File: src/rtl/fp_small_pkg.sv
// Shared constants and state type for the small floating-point add/sub datapath.
package fp_small_pkg;

   localparam int unsigned EXP_W  = 4;
   localparam int unsigned MANT_W = 5;

   localparam logic [EXP_W-1:0] EXP_MAX  = '1;
   localparam logic [EXP_W-1:0] EXP_ZERO = '0;
   localparam logic [EXP_W-1:0] EXP_ONE  = EXP_W'(1);

   typedef enum logic [1:0] {
      IDLE,
      SHIFT,
      DONE
   } norm_state_t;

endpackage

File: src/rtl/fp_normalize.sv
// Result normaliser: classifies the raw adder sum, then left-shifts one bit per cycle until the
// leading one reaches the significand MSB, with overflow/underflow/zero flagging.
module fp_normalize
   import fp_small_pkg::*;
(
   input  logic              clk,
   input  logic              rst,
   input  logic              in_valid,
   output logic              in_ready,
   input  logic              in_sign,
   input  logic [EXP_W-1:0]  in_exp,
   input  logic [MANT_W:0]   in_mant,
   input  logic              in_zero,
   output logic              out_valid,
   input  logic              out_ready,
   output logic              out_sign,
   output logic [EXP_W-1:0]  out_exp,
   output logic [MANT_W-1:0] out_mant,
   output logic              out_zero,
   output logic              out_ovf,
   output logic              out_unf
);

   norm_state_t       state;
   logic              res_sign;
   logic [EXP_W-1:0]  res_exp;
   logic [MANT_W-1:0] res_mant;
   logic              res_zero;
   logic              res_ovf;
   logic              res_unf;

   // Held low during reset so nothing is accepted until reset has been released.
   assign in_ready  = (state == IDLE) && !rst;
   assign out_valid = (state == DONE);

   assign out_sign = res_sign;
   assign out_exp  = res_exp;
   assign out_mant = res_mant;
   assign out_zero = res_zero;
   assign out_ovf  = res_ovf;
   assign out_unf  = res_unf;

   always_ff @(posedge clk or posedge rst) begin
      if (rst) begin
         state    <= IDLE;
         res_sign <= 1'b0;
         res_exp  <= EXP_ZERO;
         res_mant <= '0;
         res_zero <= 1'b0;
         res_ovf  <= 1'b0;
         res_unf  <= 1'b0;
      end else begin
         unique case (state)
            IDLE: begin
               if (in_valid) begin
                  res_sign <= in_sign;
                  res_exp  <= in_exp;
                  res_mant <= in_mant[MANT_W-1:0];
                  res_zero <= 1'b0;
                  res_ovf  <= 1'b0;
                  res_unf  <= 1'b0;
                  if (in_zero || (in_mant == '0)) begin
                     state    <= DONE;
                     res_zero <= 1'b1;
                     res_sign <= 1'b0;
                     res_exp  <= EXP_ZERO;
                     res_mant <= '0;
                  end else if (in_mant[MANT_W]) begin
                     state <= DONE;
                     if (in_exp == EXP_MAX) begin
                        res_ovf  <= 1'b1;
                        res_mant <= '1;
                     end else begin
                        // Carry out: drop the LSB and bump the exponent.
                        res_mant <= in_mant[MANT_W:1];
                        res_exp  <= in_exp + 1'b1;
                     end
                  end else if (in_mant[MANT_W-1]) begin
                     state <= DONE;
                  end else begin
                     state <= SHIFT;
                  end
               end
            end
            SHIFT: begin
               if (res_mant[MANT_W-1]) begin
                  state <= DONE;
               end else if (res_exp == EXP_ONE) begin
                  state    <= DONE;
                  res_unf  <= 1'b1;
                  res_zero <= 1'b1;
                  res_sign <= 1'b0;
                  res_exp  <= EXP_ZERO;
                  res_mant <= '0;
               end else begin
                  res_mant <= {res_mant[MANT_W-2:0], 1'b0};
                  res_exp  <= res_exp - 1'b1;
               end
            end
            DONE: begin
               if (out_ready) begin
                  state <= IDLE;
               end
            end
            default: state <= IDLE;
         endcase
      end
   end

endmodule

File: config.mk
export PLATFORM = sky130hd
export DESIGN_NAME = fp_normalize
export DESIGN_NICKNAME = d
export VERILOG_FILES = /design/src/rtl/fp_small_pkg.sv /design/src/rtl/fp_normalize.sv
export SDC_FILE = /design/constraint.sdc
export NUM_CORES = 1
export LEC_CHECK = 0
export ABC_AREA = 0
export BUFFER_PORTS_ARGS = -buffer_cell sky130_fd_sc_hd__clkbuf_2
export CORE_MARGIN = 4
export CORE_UTILIZATION = 54
export CTS_CLUSTER_DIAMETER = 60
export DETAILED_ROUTE_END_ITERATION = 12
export PLACE_DENSITY = 0.83
export SLEW_MARGIN = 20
export SYNTH_ARGS = -nofsm -noshare
export SYNTH_HDL_FRONTEND = slang
export SYNTH_SLANG_ARGS = --single-unit
export TNS_END_PERCENT = 10
File: constraint.sdc
create_clock -name clk -period 3.4 [get_ports clk]
set_input_delay 0.68 -clock clk [delete_from_list [all_inputs] [get_ports clk]]
set_output_delay 0.68 -clock clk [all_outputs]
set_load 0.02 [all_outputs]
==> results of run 1 <==
==> routing by layer <==
metal / wire length, um / part of all wire [%]
met4: 46 / 2.0
met2: 1130 / 49
met3: 152 / 6.5
met5: 0 / 0
met1: 1000 / 43
==> final cells by class <==
| type | count | area, um2 | area share, % |
|---|---|---|---|
| clock buffers | 4 | 26.3 | 2.19 |
| inverters | 5 | 18.8 | 1.57 |
| multi-input cells | 87 | 596 | 49.7 |
| flip-flops and latches | 15 | 375 | 31.3 |
| well taps | 25 | 31.3 | 2.61 |
| repair buffers | 30 | 150 | 12.5 |
==> cell families after synthesis <==
family / synth area share [%]
AND/OR/NAND/NOR: 26.4
buffers and inverters: 4.78
adder cells (fa/ha/maj): 3.68
AO/OA/AOI/OAI: 28.3
flip-flops: 36.8
==> power breakdown <==
part	leakage (nW)	internal, mW	switching [mW]	total [mW]
sequential	0.183	0.238	0.0643	0.303
combinational	0.359	0.128	0.205	0.333
clock	0.0150	0.0454	0.0549	0.100
total	0.557	0.412	0.324	0.736
==> stage by stage <==
step                      worst slack, ns  instances  total power, mW
after floorplan                      1.58        111            0.529
after global placement               1.49        162            0.626
after detailed placement             1.38        162            0.641
after CTS                            1.49        166            0.740
after global routing                 1.41        166            0.792
final                                1.49        166            0.736
==> placed cells by master, fill, tap and decap left out, types with 2 or more instances in the layout <==
master / netlist / layout
nor3_1: 3 / 3
clkbuf_4: 0 / 3
o211ai_2: 2 / 2
ha_1: 3 / 3
a21boi_0: 2 / 2
o211ai_1: 2 / 2
nand2_1: 10 / 10
o21ai_0: 5 / 5
clkbuf_2: 0 / 30
o21a_1: 2 / 2
nor2b_1: 3 / 3
nor2_1: 12 / 12
nand2b_1: 2 / 2
dfrtp_1: 15 / 15
a22oi_1: 2 / 2
inv_1: 5 / 5
a21oi_1: 7 / 7
nand3b_1: 4 / 4
a31oi_1: 6 / 6
==> worst max-delay path: cells and delay by family (launching register included) <==
| kind | cells | cell delay, ns |
|---|---|---|
| buffers and inverters | 1 | 0.19 |
| DFF | 1 | 0.52 |
| and+or+nand+nor | 1 | 0.23 |
==> state kept, by name (all words and copies together), names as in the netlist <==
signal / flops
out_exp: 4
out_mant: 5
out_ovf: 1
out_sign: 1
out_unf: 1
out_zero: 1
state: 2
==> how the worst max path moves through the flow <==
stage | startpoint | slack, ns | cells after the start | end
finish | state[1] | 1.49 | 2 | in_ready
global route | state[0] | 1.41 | 2 | out_valid
CTS | state[1] | 1.49 | 2 | in_ready
detailed placement | in_mant[5] | 1.38 | 5 | out_mant[4]
global placement | in_mant[5] | 1.49 | 5 | out_mant[2]
floorplan | rst | 1.58 | 1 | in_ready
==> results.toml, run 1 <==
[cts]
root_buffer = "clkbuf_4"
clock-sinks = 15
post_cts_resized = 0
htreeDepth = 1
tritoncts = "done"
path_clk_slew_ns = 0.09
cts_buffer_depth = 2
postCtsSetupRepairBufs = 0
cts_made_buffers = 3
clock_latency_ns = 0.27
hold_buffers = 0

[floorplanning]
fp.dieH_um = 51.5
start_util_pct = 57.8
die_w_um = 51.5
std_cell_rows = 15
ioPinCount = 31
core_mm2 = 0.00176
dieArea_mm2 = 0.00265

[place]
post_dp_cell_area_mm2 = 0.00117
dp_hpwl_um = 1850
port_buffers = 30
gp_congestion = 0.797

[logic_synthesis]
syn-instance-count = 111
synth_top_area_cell = "dfrtp_1"
synth_edf_count = 0
synth_top_cell_area_share_pct = 36.8
ys_top_cells_by_area = "dfrtp_1, nor2_1, a31oi_1"
seq_area_frac_synth_pct = 36.8
ys_ff_latch = 15
syn-cell-area_mm2 = 0.00102
synth_fp_nets = 130
syn_avg_cell_area_um2 = 9.19
yosysMostFrequentCell = "dfrtp_1"
yosysUniqueCellTypes = 42
synth_ff_type = "dfrtp_1"
synth_warnings = 0
async_flop_share_pct = 100
synthTopCellsByCount = "dfrtp_1, nor2_1, nand2_1"

[layout]
n_antenna_cell = 0
drive_above_1_share_pct = 29.8
final_nets = 161
stdcell_area_mm2 = 0.00120
area_growth_syn_to_layout_pct = 17.4
fill_cells = 165
fin_util_pct = 67.9

[sta]
hold_viol_final = 0
finalCriticalPeriod_ns = 1.91
relSlewSlack_pct = 58.9
fin_skew_ns = 0.000900
drv_slew = 0
tns_ns = 0
tightest_slew_ns = 0.611
rsz0062_at_grt = "false"
fin_crit_sh_pct = 56.1
clock.fmax_ghz = 0.524
finalHoldWorstSlack_ns = 0.442
finalSetupViolCount = 0

[critical_path]
rrSetupSlack_ns = 1.69
crit_chain = "nor3_1 > clkbuf_2"
reg2reg_to = "out_exp[3]"
crit_slowest_cell = "dfrtp_1"
r2r-start = "out_exp[1]"
reg2regPathDepth = 6
crit_fanout = 11
end_kind = "output pin"
cp-start-kind = "flip-flop"
arrival_ns = 1.23
cpPeakStageDelay_ns = 0.52
cp_data_required_time_ns = 2.72
critical_path_class = "reg -> out"

[global_routing]
grt-ovfl-total = 0
grt_use_met1_pct = 25.8
grtUsageTotal_pct = 19.7
grt.met3_usage_pct = 2.92
grt-busiest-layer = "met2"
grt_max_degree = 19
grt_antenna_before_repair = 0
use_met2_pct = 31.8
grt_pass1_vias = 913
grt_pass1_wl_um = 3960

[drt]
totalWireLength_um = 2330
drc = 0
wire_per_inst_um = 14.1
drtIter0Drc = 15
via_per_inst = 5.82
vias = 966
drtPass1Iterations = 4
ant_nets = 0

[power_and_ir_drop]
vdd.ir_drop.worst_mv = 0.359
power_density_mw_per_mm2 = 615
p_leak_nw = 0.557

[min_path]
hp-class = "in -> async"

[run_status]
outcome = "complete, no violations"

[run]
cap_violations = 0
Note: power is estimated with default switching activity, not from simulation.
==> run 2: changes to the inputs <==
CORE_UTILIZATION = 45   (was 54)
PLACE_DENSITY = 0.74   (was 0.83)
clock period = 1.6 ns   (was 3.4 ns; I/O delays follow)
==> run 2 against run 1 <==
Cell count grew 6.6%; design area grew 7.8%; worst setup slack lost 1.5 ns; clock skew is essentially flat; critical path depth grew 1; clock-buffer cell count is the same; die area grew 17%; clock power grew 120%; register-to-register slack lost 1.6 ns; total power grew 120%; routed wire length grew 3.4%.
==> results.toml, run 2 (same netlist as run 1, synthesis figures left out) <==
[global_routing]
grtUsageTotal_pct = 16.5
grt_max_degree = 18
grt_pass1_vias = 970
grt_antenna_before_repair = 0
grt.met3_usage_pct = 2.78
grt-busiest-layer = "met2"
use_met2_pct = 25.2
grt_use_met1_pct = 22.1
grt-ovfl-total = 0
grt_pass1_wl_um = 4230

[sta]
hold_viol_final = 0
setup_slack_ns = 0.0393
finalCriticalPeriod_ns = 1.56
relSlewSlack_pct = 59.9
fin_crit_sh_pct = 97.5
finalSetupViolCount = 0
tightest_slew_ns = 0.601
tns_ns = 0
drv_slew = 0
fin_skew_ns = 0.000795
clock.fmax_ghz = 0.641
finalHoldWorstSlack_ns = 0.0975
rsz0062_at_grt = "true"

[place]
dp_hpwl_um = 1950
pre_cts_ws_ns = 0.0955
port_buffers = 30
post_dp_cell_area_mm2 = 0.00123
placed_cells = 172
gp_congestion = 0.805

[critical_path]
critical_path.top_delay_family = "flip-flops"
r2r-start = "state[1]"
critical_path_class = "reg -> out"
cp-start-kind = "flip-flop"
cp.depth = 3
reg2reg_to = "out_zero"
end_kind = "output pin"
crit_slowest_cell = "dfrtp_2"
cp-startpoint = "state[0]"
arrival_ns = 1.24
rrSetupSlack_ns = 0.06
cp_data_required_time_ns = 1.28
reg2regPathDepth = 4
cpPeakStageDelay_ns = 0.45
cp_num_buf_inv = 2
endpoint = "out_valid"
crit_fanout = 6
crit_chain = "buf_4 > and2b_1 > buf_6"

[power_and_ir_drop]
combPwrFrac_pct = 49.4
pwr-share-seq_pct = 37.4
p_sw_uw = 701
power_density_mw_per_mm2 = 1260
clkPwrFrac_pct = 13.2
power.share.switching_pct = 42.9
p_total_mw = 1.63
p_leak_nw = 0.607
p_int_uw = 932
vdd.ir_drop.worst_mv = 0.689

[drt]
totalWireLength_um = 2410
drtPass1Iterations = 4
drc = 0
wire_per_inst_um = 13.6
drtIter0Drc = 22
via_per_inst = 5.49
ant_nets = 0
vias = 971

[layout]
drive_above_1_share_pct = 36.7
final_nets = 170
fill_cells = 189
n_antenna_cell = 0
regArea_um2 = 377
instances_no_fill = 177
area_growth_syn_to_layout_pct = 26.6
largest_register_ffs = 5
multiInputGateArea_um2 = 612
final_cell_mix = "clkbuf_2, dfrtp_1, nor2_1"
fin_util_pct = 62.6
stdcell_area_mm2 = 0.00129
final_common_cell = "clkbuf_2"

[cts]
htreeDepth = 1
path_clk_slew_ns = 0.09
tritoncts = "done"
root_buffer = "clkbuf_4"
cts_made_buffers = 3
clock-sinks = 15
cts_buffer_depth = 2
clock_latency_ns = 0.28

[floorplanning]
ioPinCount = 31
fp.dieH_um = 55.6
std_cell_rows = 16
dieArea_mm2 = 0.00309
core_mm2 = 0.00206
start_util_pct = 49.5
die_w_um = 55.6

[min_path]
hp-class = "in -> async"

[run]
cap_violations = 0

[run_status]
outcome = "complete, no violations"
==> run 2: cell count changes in the layout (fill, tap and decap cells not counted) <==
cell | before | now
nor3b_2 | 0 | 1
buf_4 | 0 | 9
nor3_1 | 3 | 2
nor3b_1 | 1 | 0
dfrtp_2 | 0 | 1
nor3_2 | 0 | 1
clkbuf_2 | 30 | 28
buf_6 | 0 | 1
dfrtp_1 | 15 | 14
buf_2 | 0 | 1
a31oi_1 | 6 | 5
a31oi_2 | 0 | 1
==> run 2: cell type report <==
| cell class | count | area share [%] |
|---|---|---|
| tap | 27 | 2.62 |
| sequential | 15 | 29.2 |
| multi-input combinational | 87 | 47.4 |
| clock buffer | 4 | 2.03 |
| timing repair buffer | 39 | 17.3 |
| inverter | 5 | 1.45 |
==> run 2: layer usage <==
metal | vias to the layer above | part of all wire [%]
li1 | 483 | -
met3 | 4 | 6.1
met5 | - | 0
met1 | 453 | 46
met4 | 0 | 1.6
met2 | 31 | 46
==> run 2: how the worst min path moves through the flow <==
stage                     from          to
after CTS                  rst     out_ovf
after detailed placement   rst    state[0]
after global placement     rst    state[0]
after global routing       rst     out_ovf
after floorplan            rst  out_exp[0]
final                      rst    state[0]
==> run 2: power groups by stage <==
stage	logic, mW	clock network, mW	registers [mW]
finish	0.806	0.216	0.611
floorplan	0.367	0	0.758
global route	0.884	0.241	0.630
global placement	0.760	0	0.613
detailed placement	0.776	0	0.619
CTS	0.779	0.222	0.610
==> run 2: repair_timing <==
action,CTS,global route
hold buffers,0,0
buffers inserted,0,1
setup endpoints to repair,0,7
gates resized for setup,0,8
